==> src/rtl/uch_pkg.sv <==
// Shared constants and helpers for the uch_chain up-counter family.
package uch_pkg;

   localparam int DIG_W = 4;

   localparam logic [DIG_W-1:0] HEX_MAX = 4'hF;
   localparam logic [DIG_W-1:0] DEC_MAX = 4'h9;

   typedef enum logic {
      MODE_HEX = 1'b0,
      MODE_DEC = 1'b1
   } uch_mode_e;

   // A digit is terminal when the next increment must wrap it to zero.
   // In decade mode anything at or above 9 counts, so out-of-range loads recover.
   function automatic logic digitTerm(input logic [DIG_W-1:0] value, input logic sel);
      if (sel == MODE_DEC) begin
         return (value >= DEC_MAX);
      end
      return (value == HEX_MAX);
   endfunction

endpackage

==> src/rtl/uch_digit.sv <==
// One 4-bit counter digit with synchronous reset, load and increment.
module uch_digit
   import uch_pkg::*;
(
   input  logic             clk,
   input  logic             rst,
   input  logic             ld,
   input  logic [DIG_W-1:0] ld_val,
   input  logic             inc,
   input  logic             sel,
   output logic [DIG_W-1:0] q,
   output logic             term
);

   logic [DIG_W-1:0] r_q;

   assign q    = r_q;
   assign term = digitTerm(r_q, sel);

   // Digit register: reset beats load beats increment; a terminal digit wraps to zero.
   always_ff @(posedge clk) begin
      if (rst) begin
         r_q <= '0;
      end else if (ld) begin
         r_q <= ld_val;
      end else if (inc) begin
         if (term) begin
            r_q <= '0;
         end else begin
            r_q <= r_q + 4'd1;
         end
      end
   end

endmodule

==> src/rtl/uch_chain.sv <==
// N-digit synchronous up counter (hex or decade digits) with load, carry,
// terminal-count, compare-match and sticky overflow.
module uch_chain
   import uch_pkg::*;
#(
   parameter int DIGITS = 2
)
(
   input  logic                    uch_clk,
   input  logic                    uch_rst,
   input  logic                    uch_en,
   input  logic                    uch_sel,
   input  logic                    uch_ld,
   input  logic [DIG_W*DIGITS-1:0] uch_d,
   input  logic [DIG_W*DIGITS-1:0] uch_cmp,
   output logic [DIG_W*DIGITS-1:0] uch_q,
   output logic                    uch_tc,
   output logic                    uch_co,
   output logic                    uch_match,
   output logic                    uch_ovf
);

   localparam int W = DIG_W * DIGITS;

   logic [DIGITS-1:0] w_term;
   logic [DIGITS-1:0] w_inc;
   logic [W-1:0]      w_q;
   logic [W-1:0]      w_next;
   logic              w_countEdge;
   logic              r_match;
   logic              r_ovf;

   assign w_countEdge = uch_en & ~uch_ld;

   // Look-ahead carry: each digit steps when every lower digit is terminal,
   // all on the same clock edge. w_next mirrors what the digits will hold
   // after an enabled edge so the match compare can be registered with it.
   for (genvar i = 0; i < DIGITS; i++) begin : g_digit
      if (i == 0) begin : g_first
         assign w_inc[i] = w_countEdge;
      end else begin : g_rest
         assign w_inc[i] = w_countEdge & (&w_term[i-1:0]);
      end

      assign w_next[i*DIG_W +: DIG_W] =
         w_inc[i] ? (w_term[i] ? '0 : w_q[i*DIG_W +: DIG_W] + 4'd1)
                  : w_q[i*DIG_W +: DIG_W];

      uch_digit u_digit (
         .clk    (uch_clk),
         .rst    (uch_rst),
         .ld     (uch_ld),
         .ld_val (uch_d[i*DIG_W +: DIG_W]),
         .inc    (w_inc[i]),
         .sel    (uch_sel),
         .q      (w_q[i*DIG_W +: DIG_W]),
         .term   (w_term[i])
      );
   end

   assign uch_q     = w_q;
   assign uch_tc    = &w_term;
   assign uch_co    = uch_tc & w_countEdge & ~uch_rst;
   assign uch_match = r_match;
   assign uch_ovf   = r_ovf;

   // Match pulses only on the edge that creates the matching value, so holding
   // or changing the compare value alone leaves it low.
   always_ff @(posedge uch_clk) begin
      if (uch_rst) begin
         r_match <= 1'b0;
      end else if (uch_ld) begin
         r_match <= (uch_d == uch_cmp);
      end else if (uch_en) begin
         r_match <= (w_next == uch_cmp);
      end else begin
         r_match <= 1'b0;
      end
   end

   // Overflow sets on a full wrap and sticks until reset or load.
   always_ff @(posedge uch_clk) begin
      if (uch_rst) begin
         r_ovf <= 1'b0;
      end else if (uch_ld) begin
         r_ovf <= 1'b0;
      end else if (uch_en && uch_tc) begin
         r_ovf <= 1'b1;
      end
   end

endmodule
==> config.mk <==
export PLATFORM = sky130hd
export DESIGN_NAME = uch_chain
export DESIGN_NICKNAME = d
export VERILOG_FILES = /design/src/rtl/uch_pkg.sv /design/src/rtl/uch_digit.sv /design/src/rtl/uch_chain.sv
export SDC_FILE = /design/constraint.sdc
export NUM_CORES = 1
export LEC_CHECK = 0
export ABC_CLOCK_PERIOD_IN_PS = 2000
export BUFFER_PORTS_ARGS = -buffer_cell sky130_fd_sc_hd__buf_2
export CAP_MARGIN = 20
export CORE_MARGIN = 5
export CORE_UTILIZATION = 46
export CTS_CLUSTER_SIZE = 40
export DETAILED_ROUTE_END_ITERATION = 10
export GPL_TIMING_DRIVEN = 0
export PLACE_DENSITY_LB_ADDON = 0.1
export SYNTH_ARGS = -nofsm -noshare
export SYNTH_HDL_FRONTEND = slang
export SYNTH_SLANG_ARGS = --single-unit
==> constraint.sdc <==
create_clock -name uch_clk -period 2 [get_ports uch_clk]
set_clock_uncertainty 0.1 [all_clocks]
set_input_delay 0.1 -clock uch_clk [delete_from_list [all_inputs] [get_ports uch_clk]]
set_output_delay 0.1 -clock uch_clk [all_outputs]
set_load 0.005 [all_outputs]
==> impl_results.html, run 1 <==
<table>
<tr><th>Metric</th><th>Value</th></tr>
<tr><th colspan="2">Status</th></tr>
<tr><td>Result of the run</td><td>finished with violations</td></tr>
<tr><td>Violations in the final reports</td><td>setup timing</td></tr>
<tr><th colspan="2">Min path</th></tr>
<tr><td>Worst hold path class</td><td>input port to flip-flop</td></tr>
<tr><td>Endpoint of the worst hold path</td><td>g_digit[0].u_digit.q[1]$_SDFF_PP0_</td></tr>
<tr><td>Number of instances on the worst hold path</td><td>3</td></tr>
<tr><td>Worst Hold Launch</td><td>uch_d[1]</td></tr>
<tr><th colspan="2">Worst setup path</th></tr>
<tr><td>Required @ worst endpoint</td><td>roughly 2100 ps</td></tr>
<tr><td>Worst path arrival time</td><td>between 2000 and 2500 ps</td></tr>
<tr><td>Kind of launch point of the worst setup path</td><td>flip-flop</td></tr>
<tr><td>Type of the worst setup path</td><td>flip-flop to flip-flop</td></tr>
<tr><td>Largest fanout on the critical path</td><td>7</td></tr>
<tr><td>Kind of end point of the critical path</td><td>flip-flop</td></tr>
<tr><td>Worst reg2reg path startpoint</td><td>g_digit[1].u_digit.q[0]$_SDFF_PP0_</td></tr>
<tr><td>Endpoint of the most critical register-to-register path</td><td>uch_match$_SDFF_PP0_</td></tr>
<tr><td>R2R cell count</td><td>9</td></tr>
<tr><td>Worst R2R Setup Slack</td><td>-140 ps</td></tr>
<tr><th colspan="2">Power and ir drop</th></tr>
<tr><td>Power density relative to cell area</td><td>approximately 420 mW/mm2</td></tr>
<tr><td>Leakage power</td><td>between 0.0006 and 0.0007 uW</td></tr>
<tr><td>Highest ir drop seen on vdd</td><td>between 0.0005 and 0.0006 V</td></tr>
<tr><th colspan="2">Global route</th></tr>
<tr><td>Largest net degree at the start of global routing</td><td>11</td></tr>
<tr><td>Wire length of the first global-routing pass</td><td>slightly above 5 mm</td></tr>
<tr><td>Number of global-route vias before repair</td><td>~1100</td></tr>
<tr><td>Number of antenna violations at the first check in global routing</td><td>0</td></tr>
<tr><td>Leftover overflow at the end of global routing</td><td>0</td></tr>
<tr><td>Global-route usage over all layers</td><td>slightly below 20%</td></tr>
<tr><th colspan="2">Synthesis</th></tr>
<tr><td>Number of flops mapped to enable cells by yosys</td><td>0</td></tr>
<tr><td>Post-Synthesis Cell Area</td><td>about 0.0011 mm2</td></tr>
<tr><td>Async set or reset register ratio after synthesis</td><td>0%</td></tr>
<tr><td>Synthesized Nets</td><td>166</td></tr>
<tr><td>Sequential area share after synthesis</td><td>between 10% and 20%</td></tr>
<tr><td>Seq cells post-synth</td><td>10</td></tr>
<tr><td>Synth cell types</td><td>49</td></tr>
<tr><td>Biggest area consumer among synthesized cells</td><td>sky130_fd_sc_hd__dfxtp_1</td></tr>
<tr><td>Area share of the largest cell type after synthesis</td><td>about a fifth</td></tr>
<tr><td>Dominant cells by area after synthesis</td><td>sky130_fd_sc_hd__dfxtp_1, sky130_fd_sc_hd__ha_1, sky130_fd_sc_hd__xor2_1, sky130_fd_sc_hd__xnor2_1, sky130_fd_sc_hd__nand2_1</td></tr>
<tr><td>Most used flip-flop cell after synthesis</td><td>sky130_fd_sc_hd__dfxtp_1</td></tr>
<tr><td>Mapped Cells</td><td>approximately 140</td></tr>
<tr><td>Mean instance size in the synthesized netlist</td><td>between 7 and 8 um2</td></tr>
<tr><td>Count of yosys warnings during synthesis</td><td>0</td></tr>
<tr><th colspan="2">Die</th></tr>
<tr><td>Top-level port count</td><td>33</td></tr>
<tr><td>Chip Width</td><td>a little under 60 um</td></tr>
<tr><td>Initial standard-cell utilization of the core</td><td>between 40% and 50%</td></tr>
<tr><td>Total Die Area</td><td>0.003384 mm2</td></tr>
<tr><td>Row count</td><td>17</td></tr>
<tr><td>Vertical die dimension</td><td>around 58 um</td></tr>
<tr><td>Core region area</td><td>approximately 0.0022 mm2</td></tr>
<tr><th colspan="2">Timing</th></tr>
<tr><td>Max-slew violation count</td><td>0</td></tr>
<tr><td>Share of the clock period used by the worst path after layout</td><td>107.0%</td></tr>
<tr><td>Slew margin rel.</td><td>between 60 and 70%</td></tr>
<tr><td>Slew at the pin closest to its max-slew limit</td><td>roughly 530 ps</td></tr>
<tr><td>RSZ-0062 raised after global routing</td><td>yes</td></tr>
<tr><td>Smallest hold slack</td><td>around 1.5 ps</td></tr>
<tr><td>Post-layout minimum cycle time</td><td>between 2000 and 2500 ps</td></tr>
<tr><td>Number of hold violations in the final report</td><td>0</td></tr>
<tr><td>Setup TNS</td><td>-140.3 ps</td></tr>
<tr><td>Worst path setup slack after routing</td><td>-140.3 ps</td></tr>
<tr><td>Setup-failing EPs final</td><td>1</td></tr>
<tr><td>Maximum clock frequency</td><td>roughly 470 MHz</td></tr>
<tr><th colspan="2">Placement</th></tr>
<tr><td>Placed standard-cell area</td><td>between 0.001 and 0.0015 mm2</td></tr>
<tr><td>Number of input and output port buffers inserted</td><td>31</td></tr>
<tr><td>Final HPWL DP</td><td>~2.4 mm</td></tr>
<tr><td>Gpl congestion</td><td>slightly below 0.9</td></tr>
<tr><td>Worst slack after detailed placement</td><td>-189.4 ps</td></tr>
<tr><th colspan="2">Finish</th></tr>
<tr><td>Layout overhead on the synthesized area</td><td>44.78%</td></tr>
<tr><td>Most common cell after layout, fill and taps aside</td><td>sky130_fd_sc_hd__buf_2</td></tr>
<tr><td>Most frequent cells in the layout</td><td>sky130_fd_sc_hd__buf_2, sky130_fd_sc_hd__buf_4, sky130_fd_sc_hd__nor2_1</td></tr>
<tr><td>Post-layout net count</td><td>215</td></tr>
<tr><td>Total inserted antenna cells</td><td>0</td></tr>
<tr><td>Final core utilization</td><td>between 60 and 70%</td></tr>
<tr><td>Post-route cell area</td><td>0.001545 mm2</td></tr>
<tr><td>Fraction of final layout cells sized beyond drive strength 1</td><td>between 40% and 50%</td></tr>
<tr><th colspan="2">Drt</th></tr>
<tr><td># DRC</td><td>0</td></tr>
<tr><td>Uppermost layer routed</td><td>met4</td></tr>
<tr><td>Violation count after the first detailed-route iteration</td><td>43</td></tr>
<tr><td>Routed length on met1</td><td>around 1.5 mm</td></tr>
<tr><td>Vias per std cell</td><td>about 5.8</td></tr>
<tr><td>First-pass detailed-route iteration total</td><td>4</td></tr>
<tr><td>Wire length reported by the detailed router</td><td>3.268 mm</td></tr>
<tr><td>Number of vias after detailed routing</td><td>around 1200</td></tr>
<tr><td>Amount of wire on met2 after detailed routing</td><td>around 1.5 mm</td></tr>
<tr><td>Drt wl/cell</td><td>about 15 um</td></tr>
<tr><td>Number of nets with antenna violations after detailed routing</td><td>0</td></tr>
<tr><td>Total length of routed met3 wires</td><td>between 200 and 250 um</td></tr>
<tr><th colspan="2">CTS</th></tr>
<tr><td>H-tree depth reported by CTS</td><td>1</td></tr>
<tr><td>Reg clk slew, reported paths</td><td>70 ps</td></tr>
<tr><td>Number of buffers inserted during clock tree synthesis</td><td>3</td></tr>
<tr><td>Number of buffers inserted for hold repair after clock tree synthesis</td><td>0</td></tr>
<tr><td>Clock sinks</td><td>10</td></tr>
<tr><td>TritonCTS clock tree</td><td>yes</td></tr>
<tr><td>Clock insertion delay at the later pin of the skew report</td><td>approximately 260 ps</td></tr>
<tr><td>Root Driver</td><td>sky130_fd_sc_hd__clkbuf_4</td></tr>
<tr><td>Largest buffer count on any clock path</td><td>2</td></tr>
<tr><th colspan="2">Job</th></tr>
<tr><td>Max capacitance violation total</td><td>0</td></tr>
</table>
[stage by stage]
stage	power [uW]	std cells
6_report	646.6	215
3_3_place_gp	440.3	198
4_1_cts	604.4	209
2_1_floorplan	367.5	139
3_5_place_dp	444.7	198
5_1_grt	688.1	215
[how the worst max path moves through the flow]
| stage | to | slack (ps) | start | cells after the start |
|---|---|---|---|---|
| finish | uch_match$_SDFF_PP0_ | -140 | g_digit[1].u_digit.q[0]$_SDFF_PP0_ | 9 |
| global route | uch_match$_SDFF_PP0_ | -230 | g_digit[0].u_digit.q[0]$_SDFF_PP0_ | 10 |
| CTS | uch_match$_SDFF_PP0_ | -170 | g_digit[1].u_digit.q[0]$_SDFF_PP0_ | 8 |
| detailed placement | uch_match$_SDFF_PP0_ | -190 | g_digit[0].u_digit.q[0]$_SDFF_PP0_ | 8 |
| global placement | uch_match$_SDFF_PP0_ | -210 | g_digit[0].u_digit.q[1]$_SDFF_PP0_ | 8 |
| floorplan | uch_match$_SDFF_PP0_ | -30 | g_digit[1].u_digit.q[1]$_SDFF_PP0_ | 8 |
[power breakdown]
part	total (uW)	internal (uW)	switching (uW)
Combinational	266	129	137
Clock	146	77.0	68.8
Sequential	235	210	24.5
Total	647	417	230
[cell type report]
type                    instances  area (um2)
flip-flops and latches         10       215.2
plain buffers                   6       38.79
clock buffers                   4       26.28
repair buffers                 45       260.3
multi-input cells             116       942.2
well taps                      28       35.03
inverters                       6       27.53
fillers                       179       666.9
[synth_stat cells, types with 4 or more instances]
cell / number
sky130_fd_sc_hd__inv_1: 6
sky130_fd_sc_hd__clkbuf_1: 4
sky130_fd_sc_hd__ha_1: 6
sky130_fd_sc_hd__nand2_1: 11
sky130_fd_sc_hd__nor3_1: 7
sky130_fd_sc_hd__nor2_1: 11
sky130_fd_sc_hd__dfxtp_1: 10
sky130_fd_sc_hd__a21oi_1: 6
sky130_fd_sc_hd__nand3_1: 7
sky130_fd_sc_hd__a31oi_1: 4
sky130_fd_sc_hd__xnor2_1: 6
sky130_fd_sc_hd__nor2b_1: 4
sky130_fd_sc_hd__xor2_1: 7
[critical path: stages (launching register included)]
cell	delay, ps
sky130_fd_sc_hd__dfxtp_4	390
sky130_fd_sc_hd__inv_4	70
sky130_fd_sc_hd__ha_4	110
sky130_fd_sc_hd__or3b_4	370
sky130_fd_sc_hd__and3_4	200
sky130_fd_sc_hd__nor3_4	130
sky130_fd_sc_hd__buf_4	140
sky130_fd_sc_hd__a221o_1	160
sky130_fd_sc_hd__o2111ai_2	130
sky130_fd_sc_hd__o31ai_2	270
[sequential cells by signal (all words and copies together) (netlist names)]
register,cells
g_digit.u_digit.q,8
uch_match,1
uch_ovf,1
[metal layers]
layer  track usage (%)  vias up
met4             4.636        0
met5                 0        -
met1             26.99      575
li1                  -      613
met2             30.65       50
met3             4.009        4
[logic make-up after synthesis]
kind of cell,Yosys count,synth area share [%]
AO/OA/AOI/OAI,34,24.03
flip-flops,10,18.76
buffers and inverters,13,5.509
adder cells (fa/ha/maj),6,7.034
multiplexers,3,2.814
XOR/XNOR,13,10.67
AND/OR/NAND/NOR,60,31.19
[what timing repair did]
action	CTS	global route
pin swaps	11	12
setup buffers	8	6
setup endpoints to repair	3	7
cloned	0	0
gates resized for setup	9	21
Note: power is estimated with default switching activity, not from simulation.
==> inputs of run 2 (changes only) <==
- BUFFER_PORTS_ARGS: -buffer_cell sky130_fd_sc_hd__buf_2 -> unset
- CORE_UTILIZATION: 46 -> 56
- DONT_BUFFER_PORTS: unset -> 1
==> impl_results.html, run 2 (same netlist as run 1, synthesis figures left out) <==
<table>
<tr><th>Metric</th><th>Value</th></tr>
<tr><th colspan="2">Timing</th></tr>
<tr><td>Slew at the pin closest to its max-slew limit</td><td>530.7 ps (-2.873 ps)</td></tr>
<tr><td>Number of hold violations in the final report</td><td>0 (unchanged)</td></tr>
<tr><td>Max-slew violation count</td><td>0 (unchanged)</td></tr>
<tr><td>Worst path setup slack after routing</td><td>-217.7 ps (-77.42 ps)</td></tr>
<tr><td>Setup TNS</td><td>-217.7 ps (-77.42 ps)</td></tr>
<tr><td>Post-layout minimum cycle time</td><td>2218 ps (+77.42 ps)</td></tr>
<tr><td>RSZ-0062 raised after global routing</td><td>yes</td></tr>
<tr><td>Maximum clock frequency</td><td>450.9 MHz (-3.5%)</td></tr>
<tr><td>Setup-failing EPs final</td><td>1 (unchanged)</td></tr>
<tr><td>Share of the clock period used by the worst path after layout</td><td>110.9% (+3.9 points)</td></tr>
<tr><td>Slew margin rel.</td><td>64.55% (+0.12 points)</td></tr>
<tr><th colspan="2">Power and ir drop</th></tr>
<tr><td>Power density relative to cell area</td><td>465.6 mW/mm2 (+11%)</td></tr>
<tr><td>Overall power</td><td>628.6 uW (-2.8%)</td></tr>
<tr><td>Leakage power</td><td>0.0005104 uW (-22%)</td></tr>
<tr><td>Highest ir drop seen on vdd</td><td>0.0004457 V (-12%)</td></tr>
<tr><th colspan="2">Finish</th></tr>
<tr><td>Layout overhead on the synthesized area</td><td>26.49%</td></tr>
<tr><td>Post-route cell area</td><td>0.001350 mm2 (-13%)</td></tr>
<tr><td>Most frequent cells in the layout</td><td>sky130_fd_sc_hd__nor2_1, sky130_fd_sc_hd__dlygate4sd3_1, sky130_fd_sc_hd__nand2_1</td></tr>
<tr><td>Total inserted antenna cells</td><td>0 (unchanged)</td></tr>
<tr><td>Final core utilization</td><td>76.52% (+6.7 points)</td></tr>
<tr><td>Fraction of final layout cells sized beyond drive strength 1</td><td>22.44% (-21 points)</td></tr>
<tr><td>Post-layout net count</td><td>184 (-14%)</td></tr>
<tr><td>Number of flip-flops in the largest register</td><td>8 (unchanged)</td></tr>
<tr><td>Number of fill cells in the layout</td><td>135 (-25%)</td></tr>
<tr><th colspan="2">Global route</th></tr>
<tr><td>Wire length of the first global-routing pass</td><td>5.223 mm (+0.93%)</td></tr>
<tr><td>Global-route usage over all layers</td><td>25.16% (+5.7 points)</td></tr>
<tr><td>Number of global-route vias before repair</td><td>1122 (-0.089%)</td></tr>
<tr><td>Leftover overflow at the end of global routing</td><td>0 (unchanged)</td></tr>
<tr><td>Number of antenna violations at the first check in global routing</td><td>0 (unchanged)</td></tr>
<tr><td>Largest net degree at the start of global routing</td><td>11 (unchanged)</td></tr>
<tr><th colspan="2">Drt</th></tr>
<tr><td>Number of nets with antenna violations after detailed routing</td><td>0 (unchanged)</td></tr>
<tr><td># DRC</td><td>0 (unchanged)</td></tr>
<tr><td>Number of vias after detailed routing</td><td>1184 (-4.7%)</td></tr>
<tr><td>Vias per std cell</td><td>6.541 (+13%)</td></tr>
<tr><td>Drt wl/cell</td><td>18.49 um (+22%)</td></tr>
<tr><td>Routed length on met1</td><td>1.327 mm (-11%)</td></tr>
<tr><td>Uppermost layer routed</td><td>met4</td></tr>
<tr><td>Amount of wire on met2 after detailed routing</td><td>1.565 mm (+2.4%)</td></tr>
<tr><td>Violation count after the first detailed-route iteration</td><td>54 (+26%)</td></tr>
<tr><td>Total length of routed met3 wires</td><td>362 um (+60%)</td></tr>
<tr><td>First-pass detailed-route iteration total</td><td>4 (unchanged)</td></tr>
<tr><td>Wire length reported by the detailed router</td><td>3.347 mm (+2.4%)</td></tr>
<tr><th colspan="2">Placement</th></tr>
<tr><td>Gpl congestion</td><td>0.8699 (-0.83%)</td></tr>
<tr><td>Number of input and output port buffers inserted</td><td>0 (-100%)</td></tr>
<tr><td>Final HPWL DP</td><td>2.326 mm (-1.8%)</td></tr>
<tr><td>Placed standard-cell area</td><td>0.001121 mm2 (-12%)</td></tr>
<tr><td>Worst slack after detailed placement</td><td>-279.5 ps (-90.15 ps)</td></tr>
<tr><th colspan="2">Die</th></tr>
<tr><td>Initial standard-cell utilization of the core</td><td>60.50% (+12 points)</td></tr>
<tr><td>Row count</td><td>15 (-2)</td></tr>
<tr><td>Core region area</td><td>0.001764 mm2 (-20%)</td></tr>
<tr><td>Vertical die dimension</td><td>53.66 um (-7.8%)</td></tr>
<tr><td>Total Die Area</td><td>0.002879 mm2 (-15%)</td></tr>
<tr><td>Top-level port count</td><td>33 (unchanged)</td></tr>
<tr><td>Chip Width</td><td>53.66 um (-7.8%)</td></tr>
<tr><th colspan="2">Worst setup path</th></tr>
<tr><td>Required @ worst endpoint</td><td>2090 ps (+20 ps)</td></tr>
<tr><td>Kind of launch point of the worst setup path</td><td>flip-flop</td></tr>
<tr><td>Type of the worst setup path</td><td>flip-flop to flip-flop</td></tr>
<tr><td>Slowest cell on the critical path</td><td>sky130_fd_sc_hd__dfxtp_4</td></tr>
<tr><td>Kind of end point of the critical path</td><td>flip-flop</td></tr>
<tr><td>Largest fanout on the critical path</td><td>6 (-1)</td></tr>
<tr><td>Worst reg2reg path startpoint</td><td>g_digit[1].u_digit.q[1]$_SDFF_PP0_</td></tr>
<tr><td>Timing startpoint of the critical path</td><td>g_digit[1].u_digit.q[1]$_SDFF_PP0_</td></tr>
<tr><td>Worst path cell trace</td><td>inv_2 &gt; ha_2 &gt; or3b_4 &gt; and3_4 &gt; o31ai_2 &gt; and3_1 &gt; o2111ai_2 &gt; o31ai_2</td></tr>
<tr><td>Cell type with the highest occurrence count on the critical path</td><td>sky130_fd_sc_hd__o31ai_2</td></tr>
<tr><td>Largest incremental delay on the critical path</td><td>400 ps (about the same)</td></tr>
<tr><td>Worst path arrival time</td><td>2310 ps (+100 ps)</td></tr>
<tr><th colspan="2">Job</th></tr>
<tr><td>Max capacitance violation total</td><td>0 (unchanged)</td></tr>
<tr><th colspan="2">CTS</th></tr>
<tr><td>TritonCTS clock tree</td><td>yes</td></tr>
<tr><td>Root Driver</td><td>sky130_fd_sc_hd__clkbuf_4</td></tr>
<tr><td>Clock sinks</td><td>10 (unchanged)</td></tr>
<tr><td>Clock insertion delay at the later pin of the skew report</td><td>280 ps (+20 ps)</td></tr>
<tr><td>Reg clk slew, reported paths</td><td>70 ps (about the same)</td></tr>
<tr><td>Largest buffer count on any clock path</td><td>2 (unchanged)</td></tr>
<tr><td>H-tree depth reported by CTS</td><td>1 (unchanged)</td></tr>
<tr><td>Number of buffers inserted during clock tree synthesis</td><td>3 (unchanged)</td></tr>
<tr><th colspan="2">Status</th></tr>
<tr><td>Result of the run</td><td>finished with violations</td></tr>
<tr><td>Violations in the final reports</td><td>setup timing</td></tr>
<tr><th colspan="2">Min path</th></tr>
<tr><td>Worst hold path class</td><td>input port to flip-flop</td></tr>
<tr><td>Worst Hold Launch</td><td>uch_en</td></tr>
</table>
## run 2: worst paths after layout
check	endpoint	slack (ps)	cells past startpoint
hold / removal	g_digit[0].u_digit.q[1]$_SDFF_PP0_	2	3
setup / recovery	uch_match$_SDFF_PP0_	-220	8
hold reg to reg	uch_ovf$_SDFFE_PP0P_	390	1
setup reg to reg	uch_match$_SDFF_PP0_	-220	8
## run 2: routing by layer
| layer | up-vias | global-route usage, % |
|---|---|---|
| li1 | 547 | - |
| met1 | 554 | 32.34 |
| met2 | 71 | 40.61 |
| met3 | 12 | 2.493 |
| met4 | 0 | 14.47 |
| met5 | - | 0 |
## run 2: final cells by class
type                       instances  area, um2  share of cell area [%]
multi-input combinational        116      873.3                   64.69
sequential                        10      215.2                   15.94
timing repair buffer              13      125.1                   9.268
buffer                             7      43.79                   3.244
clock buffer                       4      36.28                   2.688
tap                               25      31.28                   2.317
inverter                           6      25.02                   1.854
## run 2: critical path: cells and delay by family, from the launching register on
| family | cells | cell delay [ps] |
|---|---|---|
| AO/OA/AOI/OAI | 3 | 650 |
| adder cells (fa/ha/maj) | 1 | 150 |
| buffers and inverters | 1 | 50 |
| flip-flops | 1 | 400 |
| AND/OR/NAND/NOR | 3 | 790 |
## run 2: report_power, final
part / switching (uW) / internal, uW / total, uW
logic: 107 / 99.6 / 207
registers: 23.5 / 210 / 234
clock network: 77.3 / 111 / 188
total: 208 / 421 / 629
## run 2: repair_timing
item,CTS,global route
hold endpoints to repair,9,0
setup endpoints to repair,3,7
hold buffers,11,0
pin swaps,1,4
setup buffers,1,1
gates resized for setup,8,13
## run 2: through the flow
stage / hold WS (ps) / instances
after CTS: 6.423 / 180
after global routing: 14.83 / 181
final: 1.826 / 181
after detailed placement: 151.6 / 164
after floorplan: 143.8 / 139
after global placement: 146.0 / 164
==> inputs of run 3 (changes only) <==
- TNS_END_PERCENT: unset -> 1
==> impl_results.html, run 3 (same netlist as run 1, synthesis figures left out) <==
<table>
<tr><th>Metric</th><th>Value</th></tr>
<tr><th colspan="2">Status</th></tr>
<tr><td>Violations in the final reports</td><td>setup timing</td></tr>
<tr><td>Result of the run</td><td>finished with violations</td></tr>
<tr><th colspan="2">Drt</th></tr>
<tr><td>Drt wl/cell</td><td>18.63 um (+0.74%)</td></tr>
<tr><td>Vias per std cell</td><td>6.578 (+0.56%)</td></tr>
<tr><td>Violation count after the first detailed-route iteration</td><td>42 (-22%)</td></tr>
<tr><td>First-pass detailed-route iteration total</td><td>4 (unchanged)</td></tr>
<tr><td>Number of nets with antenna violations after detailed routing</td><td>0 (unchanged)</td></tr>
<tr><td>Wire length reported by the detailed router</td><td>3.353 mm (+0.18%)</td></tr>
<tr><td>Number of vias after detailed routing</td><td>1184 (unchanged)</td></tr>
<tr><td># DRC</td><td>0 (unchanged)</td></tr>
<tr><th colspan="2">Global route</th></tr>
<tr><td>Largest net degree at the start of global routing</td><td>11 (unchanged)</td></tr>
<tr><td>Wire length of the first global-routing pass</td><td>5.223 mm (unchanged)</td></tr>
<tr><td>Number of antenna violations at the first check in global routing</td><td>0 (unchanged)</td></tr>
<tr><td>Leftover overflow at the end of global routing</td><td>0 (unchanged)</td></tr>
<tr><td>Number of global-route vias before repair</td><td>1122 (unchanged)</td></tr>
<tr><td>Global-route usage over all layers</td><td>25.16% (unchanged)</td></tr>
<tr><th colspan="2">Die</th></tr>
<tr><td>Total Die Area</td><td>0.002879 mm2 (unchanged)</td></tr>
<tr><td>Vertical die dimension</td><td>53.66 um (unchanged)</td></tr>
<tr><td>Initial standard-cell utilization of the core</td><td>60.50% (unchanged)</td></tr>
<tr><td>Core region area</td><td>0.001764 mm2 (unchanged)</td></tr>
<tr><td>Chip Width</td><td>53.66 um (unchanged)</td></tr>
<tr><td>Row count</td><td>15 (unchanged)</td></tr>
<tr><td>Top-level port count</td><td>33 (unchanged)</td></tr>
<tr><th colspan="2">Power and ir drop</th></tr>
<tr><td>Power density relative to cell area</td><td>468.8 mW/mm2 (+0.68%)</td></tr>
<tr><td>Highest ir drop seen on vdd</td><td>0.0004462 V (+0.11%)</td></tr>
<tr><td>Overall power</td><td>617.6 uW (-1.7%)</td></tr>
<tr><td>Leakage power</td><td>0.0004930 uW (-3.4%)</td></tr>
<tr><th colspan="2">Finish</th></tr>
<tr><td>Most frequent cells in the layout</td><td>sky130_fd_sc_hd__nor2_1, sky130_fd_sc_hd__dlygate4sd3_1, sky130_fd_sc_hd__nand2_1</td></tr>
<tr><td>Final core utilization</td><td>74.68% (-1.8 points)</td></tr>
<tr><td>Layout overhead on the synthesized area</td><td>23.45%</td></tr>
<tr><td>Fraction of final layout cells sized beyond drive strength 1</td><td>18.71% (-3.7 points)</td></tr>
<tr><td>Number of flip-flops in the largest register</td><td>8 (unchanged)</td></tr>
<tr><td>Total inserted antenna cells</td><td>0 (unchanged)</td></tr>
<tr><td>Post-layout net count</td><td>183 (-0.54%)</td></tr>
<tr><th colspan="2">Timing</th></tr>
<tr><td>Setup-failing EPs final</td><td>2 (+1)</td></tr>
<tr><td>Worst path setup slack after routing</td><td>-221.5 ps (-3.763 ps)</td></tr>
<tr><td>Setup TNS</td><td>-222.4 ps (-4.677 ps)</td></tr>
<tr><td>RSZ-0062 raised after global routing</td><td>yes</td></tr>
<tr><td>Maximum clock frequency</td><td>450.2 MHz (-0.17%)</td></tr>
<tr><td>Share of the clock period used by the worst path after layout</td><td>111.1% (+0.19 points)</td></tr>
<tr><td>Slew margin rel.</td><td>65.80% (+1.2 points)</td></tr>
<tr><td>Post-layout minimum cycle time</td><td>2221 ps (+3.763 ps)</td></tr>
<tr><td>Max-slew violation count</td><td>0 (unchanged)</td></tr>
<tr><td>Slew at the pin closest to its max-slew limit</td><td>509.4 ps (-21.28 ps)</td></tr>
<tr><td>Number of hold violations in the final report</td><td>0 (unchanged)</td></tr>
<tr><th colspan="2">Worst setup path</th></tr>
<tr><td>Kind of launch point of the worst setup path</td><td>flip-flop</td></tr>
<tr><td>Kind of end point of the critical path</td><td>flip-flop</td></tr>
<tr><td>Largest fanout on the critical path</td><td>6 (unchanged)</td></tr>
<tr><td>Worst path arrival time</td><td>2310 ps (about the same)</td></tr>
<tr><td>Type of the worst setup path</td><td>flip-flop to flip-flop</td></tr>
<tr><td>Required @ worst endpoint</td><td>2090 ps (about the same)</td></tr>
<tr><th colspan="2">CTS</th></tr>
<tr><td>Largest buffer count on any clock path</td><td>2 (unchanged)</td></tr>
<tr><td>Clock sinks</td><td>10 (unchanged)</td></tr>
<tr><td>Reg clk slew, reported paths</td><td>70 ps (about the same)</td></tr>
<tr><td>TritonCTS clock tree</td><td>yes</td></tr>
<tr><td>Number of buffers inserted during clock tree synthesis</td><td>3 (unchanged)</td></tr>
<tr><td>H-tree depth reported by CTS</td><td>1 (unchanged)</td></tr>
<tr><td>Root Driver</td><td>sky130_fd_sc_hd__clkbuf_4</td></tr>
<tr><td>Clock insertion delay at the later pin of the skew report</td><td>280 ps (about the same)</td></tr>
<tr><th colspan="2">Min path</th></tr>
<tr><td>Worst hold path class</td><td>input port to flip-flop</td></tr>
<tr><th colspan="2">Job</th></tr>
<tr><td>Max capacitance violation total</td><td>0 (unchanged)</td></tr>
<tr><th colspan="2">Placement</th></tr>
<tr><td>Gpl congestion</td><td>0.8699 (unchanged)</td></tr>
<tr><td>Number of input and output port buffers inserted</td><td>0 (unchanged)</td></tr>
<tr><td>Final HPWL DP</td><td>2.326 mm (unchanged)</td></tr>
</table>
[run 3: worst paths after layout]
path,from,endpoint,slack (ps),cells after the start
worst min register to register,uch_ovf$_SDFFE_PP0P_,uch_ovf$_SDFFE_PP0P_,390,1
worst max register to register,g_digit[1].u_digit.q[1]$_SDFF_PP0_,uch_match$_SDFF_PP0_,-220,8
worst min-delay path,uch_cmp[3],uch_match$_SDFF_PP0_,20,3
worst max-delay path,g_digit[1].u_digit.q[1]$_SDFF_PP0_,uch_match$_SDFF_PP0_,-220,8
[run 3: routing by layer]
metal | vias to the layer above | global-route usage [%] | routed length (um)
li1 | 544 | - | -
met4 | 0 | 14.47 | 111
met3 | 14 | 2.493 | 384
met5 | - | 0 | 0
met1 | 549 | 32.34 | 1291
met2 | 77 | 40.61 | 1565
[run 3: area by class of cell]
class                   instances  area [um2]
plain buffers                   7       43.79
flip-flops and latches         10       215.2
well taps                      25       31.28
repair buffers                 12       117.6
fillers                       143       446.7
multi-input cells             116       848.3
inverters                       6       25.02
clock buffers                   4       36.28
[run 3: what timing repair did]
action,4_1_cts,5_1_grt
endpoints found under the hold margin,9,0
resized for setup,8,6
hold buffers,11,0
buffers inserted,1,0
pin swaps,1,1
cloned,0,0
setup endpoints to repair,3,7
[run 3: per-stage QoR]
| stage | area (um2) | worst slack [ps] | hold WS (ps) | instances |
|---|---|---|---|---|
| after floorplan | 1090 | -30.52 | 143.8 | 139 |
| after global placement | 1121 | -273.2 | 146.0 | 164 |
| after detailed placement | 1121 | -279.5 | 151.6 | 164 |
| after CTS | 1295 | -206.9 | 6.423 | 180 |
| after global routing | 1318 | -310.2 | 14.83 | 180 |
| final | 1318 | -221.5 | 21.75 | 180 |
[run 3: power by group]
| group | switching, uW | internal (uW) |
|---|---|---|
| combinational | 103 | 94.2 |
| clock | 76.3 | 111 |
| sequential | 23.2 | 210 |
| total | 202 | 415 |
[run 3: worst max-delay path, cell delays in order (launching register included)]
cell                      delay (ps)
sky130_fd_sc_hd__dfxtp_4         400
sky130_fd_sc_hd__inv_2            50
sky130_fd_sc_hd__ha_2            150
sky130_fd_sc_hd__or3b_4          380
sky130_fd_sc_hd__and3_4          210
sky130_fd_sc_hd__nor3_4          190
sky130_fd_sc_hd__a22oi_2         110
sky130_fd_sc_hd__a221o_1         340
sky130_fd_sc_hd__o31ai_2         210
